`src/rtl/fifo_sram_rf_2p.sv`:
```
// 1R1W register-file memory with per-word even parity and a zero-fill clear engine,
// used as the SRAM port responder of the iDMA read-path FIFO.
module fifo_sram_rf_2p #(
    parameter int DATA_W     = 64,
    parameter int DEPTH      = 64,
    parameter int ADDR_W     = 6,
    parameter bit CLR_ON_RST = 1'b1
) (
    input  logic              clk,
    input  logic              rst_n,
    input  logic              sram_re,
    input  logic [ADDR_W-1:0] sram_raddr,
    output logic [DATA_W-1:0] sram_rdata,
    input  logic              sram_we,
    input  logic [ADDR_W-1:0] sram_waddr,
    input  logic [DATA_W-1:0] sram_wdata,
    input  logic              clr_start,
    output logic              clr_busy,
    output logic              par_err,
    output logic [ADDR_W-1:0] par_err_addr
);

    typedef enum logic {
        S_IDLE  = 1'b0,
        S_CLEAR = 1'b1
    } state_e;

    localparam int               CNT_W     = ADDR_W + 1;
    localparam logic [CNT_W-1:0] LAST_CNT  = CNT_W'(DEPTH - 1);
    localparam state_e           RST_STATE = CLR_ON_RST ? S_CLEAR : S_IDLE;

    state_e            r_state;
    state_e            w_state_nxt;
    logic [CNT_W-1:0]  r_clr_cnt;

    logic [DATA_W:0]   r_mem [DEPTH];
    logic              w_idle;
    logic              w_mem_we;
    logic [ADDR_W-1:0] w_mem_waddr;
    logic [DATA_W:0]   w_mem_wword;

    logic              w_rd_en;
    logic              w_collide;
    logic [DATA_W:0]   w_rd_word;
    logic [DATA_W-1:0] r_rdata;
    logic              r_rpar;
    logic              r_rd_valid;
    logic [ADDR_W-1:0] r_raddr;
    logic [ADDR_W-1:0] r_err_addr;
    logic              w_par_err;

    // NOTE: every output of a combinational block gets a default first, so no path can infer a latch.
    always_comb begin
        w_state_nxt = r_state;
        case (r_state)
            S_IDLE:  if (clr_start) w_state_nxt = S_CLEAR;
            S_CLEAR: if (r_clr_cnt == LAST_CNT) w_state_nxt = S_IDLE;
            default: w_state_nxt = RST_STATE;
        endcase
    end

    // NOTE: sequential state uses non-blocking assignments so every flop samples pre-edge values.
    always_ff @(posedge clk or negedge rst_n) begin
        if (!rst_n) begin
            r_state   <= RST_STATE;
            r_clr_cnt <= '0;
        end else begin
            r_state   <= w_state_nxt;
            r_clr_cnt <= (r_state == S_CLEAR) ? r_clr_cnt + 1'b1 : '0;
        end
    end

    assign w_idle      = (r_state == S_IDLE);
    assign w_mem_we    = rst_n && (w_idle ? sram_we : 1'b1);
    assign w_mem_waddr = w_idle ? sram_waddr : r_clr_cnt[ADDR_W-1:0];
    assign w_mem_wword = w_idle ? {^sram_wdata, sram_wdata} : '0;

    // NOTE: the storage array has no reset; zero-filling is the clear engine's job.
    always_ff @(posedge clk) begin
        if (w_mem_we) r_mem[w_mem_waddr] <= w_mem_wword;
    end

    // Write-first on a same-address collision: forward the incoming word and its parity.
    assign w_rd_en   = w_idle && sram_re;
    assign w_collide = sram_we && (sram_waddr == sram_raddr);
    assign w_rd_word = w_collide ? {^sram_wdata, sram_wdata} : r_mem[sram_raddr];

    always_ff @(posedge clk or negedge rst_n) begin
        if (!rst_n) begin
            r_rdata    <= '0;
            r_rpar     <= 1'b0;
            r_rd_valid <= 1'b0;
            r_raddr    <= '0;
        end else begin
            r_rd_valid <= w_rd_en;
            if (w_rd_en) begin
                {r_rpar, r_rdata} <= w_rd_word;
                r_raddr           <= sram_raddr;
            end
        end
    end

    // Check runs on the registered word, so the pulse lines up with the data it flags.
    assign w_par_err = r_rd_valid && (r_rpar != ^r_rdata);

    always_ff @(posedge clk or negedge rst_n) begin
        if (!rst_n) begin
            r_err_addr <= '0;
        end else if (w_par_err) begin
            r_err_addr <= r_raddr;
        end
    end

    assign sram_rdata   = r_rdata;
    assign par_err      = w_par_err;
    assign par_err_addr = w_par_err ? r_raddr : r_err_addr;
    assign clr_busy     = (r_state == S_CLEAR);

endmodule

```
`config.mk`:
```
export PLATFORM = sky130hd
export DESIGN_NAME = fifo_sram_rf_2p
export DESIGN_NICKNAME = d
export VERILOG_FILES = /design/src/rtl/fifo_sram_rf_2p.sv
export SDC_FILE = /design/constraint.sdc
export NUM_CORES = 2
export LEC_CHECK = 0
export CAP_MARGIN = 40
export CORE_MARGIN = 2
export CORE_UTILIZATION = 61
export CTS_CLUSTER_SIZE = 25
export DETAILED_ROUTE_END_ITERATION = 6
export HOLD_SLACK_MARGIN = 0.03
export PLACE_DENSITY_LB_ADDON = 0.2
export SKIP_LAST_GASP = 1
export SLEW_MARGIN = 10
export SYNTH_ARGS = -nofsm -noshare
export SYNTH_HDL_FRONTEND = slang
export SYNTH_MEMORY_MAX_BITS = 65536
export SYNTH_SLANG_ARGS = --single-unit
```
`constraint.sdc`:
```
create_clock -name clk -period 6.9 [get_ports clk]
set_input_delay 2.07 -clock clk [delete_from_list [all_inputs] [get_ports clk]]
set_output_delay 2.07 -clock clk [all_outputs]
set_load 0.01 [all_outputs]
```
## Yosys cells after proc, flatten, opt, wreduce, memory -nomap -nowiden

Memories as Yosys holds them, arrays and structs flattened.
Cells that the tools add are included.

| word-level totals | value |
|---|---|
| bits in read-only memories | 0 |
| bits in registers | 86 |
| word-level logic and storage cells | 30 |
| bits in latches | 0 |
| memories kept | 1 |
| output and inout bits | 72 |
| memory bits (writable) | 4160 |

| cells by class | value |
|---|---|
| multiplexer cells | 11 |
| reduce and logical (&&, ||, !) cells | 6 |
| divide/modulo/power cells | 0 |
| add/subtract/negate cells | 1 |
| $mul | 0 |
| $lt $le $gt $ge | 0 |
| bitwise gates (word level) | 1 |
| shifts and indexed selects | 0 |
| equal/unequal tests | 3 |

Memory list:

| name | words | bits a word | read ports | clocked after memory_dff | write ports | RTL line | text |
|---|---|---|---|---|---|---|---|
| r_mem | 64 | 65 | 1 | 0 | 1 | 36 | `logic [DATA_W:0] r_mem [DEPTH];` |

Operators with widths:

| kind | number |
|---|---|
| 65-bit two-way mux | 2 |
| 64-bit parity | 2 |
| 6-bit two-way mux | 2 |
| 7-bit by 1-bit adder with 7-bit output, second input constant | 1 |
| 7-bit by 6-bit == test with 1-bit output, second input constant | 1 |
| 7-bit two-way mux | 1 |
| 6-bit == test | 1 |
| 1-bit two-way mux | 5 |
| 1-bit logical AND | 4 |
| 1-bit one-hot mux with 2 select lines | 1 |
| 1-bit inequality test | 1 |
| 1-bit NOT | 1 |

## Logic depth before layout (Yosys ltp)

| depth | value |
|---|---|
| depth after elaboration | 4 |
| gate-level depth with buffers | 11 |

## Worst setup path before layout

OpenSTA, ideal clock, no wires.

| timing | value |
|---|---|
| path type | input to register |
| start point | input port sram_waddr[0] |
| end point | memory r_mem[21][0] (netlist name) (enable) |
| library setup time | 0.489 ns |
| data arrival time | 5.543 ns |
| path slack | 0.869 ns |
| buffers on the path | 1 |
| data required time | 6.411 ns |
| stages | 5 |
| cells stage by stage | clkbuf_1 -> nor3b_1 -> a21o_1 -> nand2_1 -> nor2_1 |

| on the way | value |
|---|---|
| word-level cells in the longest chain between the ends | 1 |

RTL lines:

| what | RTL line | text |
|---|---|---|
| start, declared | 15 | `input logic [ADDR_W-1:0] sram_waddr,` |
| 6-bit two-way mux | 75 | `assign w_mem_waddr = w_idle ? sram_waddr : r_clr_cnt[ADDR_W-1:0];` |
| end, declared | 36 |  |

Every way passes these cells.

## Final worst setup path

| timing | value |
|---|---|
| start point | register r_rdata[32] (netlist: sram_rdata[32]) |
| end point | output port par_err_addr[4] |

| on the way | value |
|---|---|
| word-level cells in the longest chain between the ends | 4 |

RTL lines:

| what | RTL line | text |
|---|---|---|
| start, declared | 45 | `logic [DATA_W-1:0] r_rdata;` |
| start signal, assigned | 97 | `{r_rpar, r_rdata} <= w_rd_word;` |
| 64-bit parity | 104 | `assign w_par_err = r_rd_valid && (r_rpar != ^r_rdata);` |
| 1-bit inequality test | 104 |  |
| 1-bit logical AND | 104 |  |
| 6-bit two-way mux | 116 | `assign par_err_addr = w_par_err ? r_raddr : r_err_addr;` |
| end, declared | 20 | `output logic [ADDR_W-1:0] par_err_addr` |

Every way passes these cells.

==> results by group <==
STA
  • Endpoints failing hold: 0
  • Clk_skew: 38.8 ps
  • Final Slew Violations: 0
  • Final worst slack: 374 ps
  • RSZ-0062 raised after global routing: false
  • Slew @ Worst Pin: 1420 ps
  • Fin Setup TNS: 0 ps
  • Setup violators final: 0
  • Minimum clock period: 6530 ps
  • Slew headroom: 0.0558
  • Tcrit/Tclk final: 0.946
  • Fmax: 0.153 GHz

Run status
  • Status: finished, violations left
  • Failing checks: DRC

Setup path
  • Worst Path Arrival: 4460 ps
  • Critical Path Slowest Stage Cell: dfrtp_1
  • Worst Setup End Kind: output pin
  • Crit path top cell by count: xnor2_1
  • Critical path class: flip-flop to output pin
  • CP Launch Type: flip-flop
  • Cell Chain, Critical Path: xnor2_1 > xnor2_1 > xnor2_1 > xnor2_1 > xnor3_1 > xnor2_1 > nand2_1 > buf_4 > mux2_2 > clkdlybuf4s50_1
  • Worst Path Max Fanout: 7
  • Worst path required time: 4830 ps
  • Flop-to-flop setup slack: 2710 ps
  • CP peak stage delay: 800 ps

Routing
  • Initial DRC count: 15300
  • Total wire length: 494000 um
  • Drt pass-1 iters: 7
  • Avg WL per Cell: 42.7 um
  • Vias/cell: 7.46
  • DRC: 2
  • Via count: 86300
  • Antenna Violating Nets Remaining: 0

Power and ir drop
  • Lkg Pwr: 59.6 nW
  • Max VDD drop: 0.573 mV
  • Power density over cell area: 322 nW/um^2
  • Total chip power: 60.0 mW

GRT
  • First-pass GRT wire length: 678000 um
  • Met3 usage: 0.0779
  • Number of global-route vias before repair: 84700
  • Met1 Resource Use GR: 0.493
  • Initial antenna violation count: 11
  • Met2 global-route usage: 0.563
  • Pin count of the biggest net entering global routing: 122
  • Busiest layer in global routing: met2
  • Total grt overflow: 0
  • Tot GR Track Use: 0.366

Floorplan
  • DIE AREA: 270000 sq um
  • FP Rows: 189
  • Initial Util: 0.613
  • Die W: 520 um
  • Core footprint: 265000 sq um
  • Die Y: 520 um
  • Io pins: 153

Logic synthesis
  • Synth Flop Type: edfxtp_1
  • XOR/XNOR Fraction of Synth Area: 0.00742
  • Largest family of logic cells by synthesized area: multiplexers
  • Compound-gate portion of the synthesized area: 0.0360
  • Register area share after synthesis: 0.782
  • Synthesized flop and latch total: 4246
  • Post-synth EDFFs: 4160
  • Synth async-reset ratio: 0.0203
  • Mux contribution to synthesized area: 0.152
  • Post-Synth Adder-Cell Area: 0.0000770
  • Avg Inst Size Synth: 22.8 sq um
  • Synth Instances: 7127
  • Synth Area in Simple Gates: 0.00985
  • Syn Nets: 7209
  • Number of distinct library cells after synthesis: 46
  • Cell Area, Synth: 162000 sq um
  • Yosys warning total: 0

Job
  • Max-Cap Viols: 0

Clock network
  • CTS HTree Levels: 5
  • Clock Tree Buf Depth: 4
  • Skew-Pair Late Insertion Delay: 940 ps
  • CTS Hold Bufs: 0
  • CTS Buf Count: 406
  • TritonCTS clock tree: done
  • Clock slew at reported path FFs: 60 ps
  • Post-cts resize count: 0
  • Post-CTS setup buffer count: 0
  • CTS sink cnt: 4246
  • Root Driver: clkbuf_16

Finish
  • Non-filler cells, final: 11600
  • Final Net Count: 7771
  • Fill count: 14900
  • Layout area overhead: 14.7%
  • Layout cells sized above 1: 0.282
  • Design area: 186000 sq um

Place
  • RePlAce Congestion: 0.838
  • Placed cell area: 173000 sq um
  • Placement Setup Slack: 1240 ps
  • Port bufs: 152
  • Inst Count DP: 10800
  • Detailed Place HPWL: 266000 um

Worst hold path
  • Worst hold path type: flip-flop to flip-flop
-- worst paths after layout --
check | startpoint | to | cells after the start
max | sram_rdata[32] | par_err_addr[4] | 10
min | r_err_addr[2] | r_err_addr[2] | 1
max reg2reg | clr_busy | r_mem[48][39] | 6
min reg2reg | r_err_addr[2] | r_err_addr[2] | 1
max in group asynchronous | rst_n | sram_rdata[41] | 4
min in group asynchronous | rst_n | sram_rdata[20] | 1
-- critical path: cells and delay by family, from the launching register on --
family	cells	cell delay (ps)
XOR/XNOR	6	1440
buffers and inverters	2	810
flip-flops	1	800
AND/OR/NAND/NOR	1	80
multiplexers	1	400
-- Yosys cell counts (40+ instances only) --
library cell  count  share of area
edfxtp_1       4160           0.77
buf_2           109         0.0034
xnor2_1         118         0.0064
dfrtp_1          85          0.013
nor2b_1          92         0.0035
a22o_1          133         0.0072
a21oi_1         140         0.0043
nor2_1          132         0.0030
o21ai_0          40         0.0012
a22oi_1         131         0.0061
nand2_1          95         0.0022
mux4_2         1042           0.14
mux2i_1          62         0.0038
mux2_2           56         0.0039
o22ai_1          88         0.0034
clkbuf_1        218         0.0050
buf_1            41        0.00095
a221oi_1        127         0.0068
-- layout by cell type (no fill, tap or decap), types with 34 or more instances in the layout --
cell type / netlist / routed
edfxtp_1: 4160 / 4160
mux4_2: 1042 / 1042
clkbuf_16: 0 / 414
buf_4: 32 / 237
buf_12: 0 / 157
clkdlybuf4s50_1: 0 / 147
a21oi_1: 140 / 140
a22o_1: 133 / 133
a22oi_1: 131 / 131
a221oi_1: 127 / 127
xnor2_1: 118 / 118
nand2_1: 95 / 94
o22ai_1: 88 / 88
dfrtp_1: 85 / 85
clkbuf_1: 218 / 84
clkinv_2: 0 / 74
clkinv_1: 0 / 71
nor2b_4: 0 / 68
nor2_4: 0 / 67
nor2_1: 132 / 65
mux2i_1: 62 / 62
mux2_2: 56 / 56
bufinv_16: 0 / 42
o21ai_0: 40 / 40
o31a_1: 34 / 34
-- metrics by stage --
stage / hold slack [ps] / util
2_1_floorplan: 477 / -
3_3_place_gp: 481 / 0.648
5_1_grt: 522 / 0.703
3_5_place_dp: 489 / 0.653
6_report: 505 / 0.703
4_1_cts: 503 / 0.703
-- power by group --
part | internal (mW) | switching, mW
clock | 12.8 | 9.45
sequential | 29.5 | 0.990
combinational | 2.92 | 4.32
-- state kept, by name, indices dropped and copies added, names as in the netlist --
signal / count
r_clr_cnt: 7
clr_busy: 1
r_rpar: 1
sram_rdata: 64
r_rd_valid: 1
r_raddr: 6
r_err_addr: 6
r_mem: 4160
-- per-layer routing --
layer	vias up	part of all wire
li1	31600	-
met1	45500	0.33
met2	7636	0.47
met3	1465	0.13
met4	8	0.072
met5	-	0.000093
-- area by class of cell --
cell class	count	area, sq um	area share
Antenna cell	11	27.5	0.000148
Clock buffer	523	11000	0.0591
Clock inverter	210	2120	0.0114
Inverter	5	18.8	0.000101
Multi-Input combinational cell	2455	34400	0.185
Sequential cell	4246	127000	0.682
Tap cell	3533	4420	0.0237
Timing Repair Buffer	575	7260	0.0389
-- kinds of logic after synthesis --
family | Yosys count
mux | 1160
fa+ha+maj | 1
compound gates | 811
buf+inv | 426
xor+xnor | 136
simple gates | 347
flops | 4246
No activity file was read; power rests on OpenSTA's default activity.
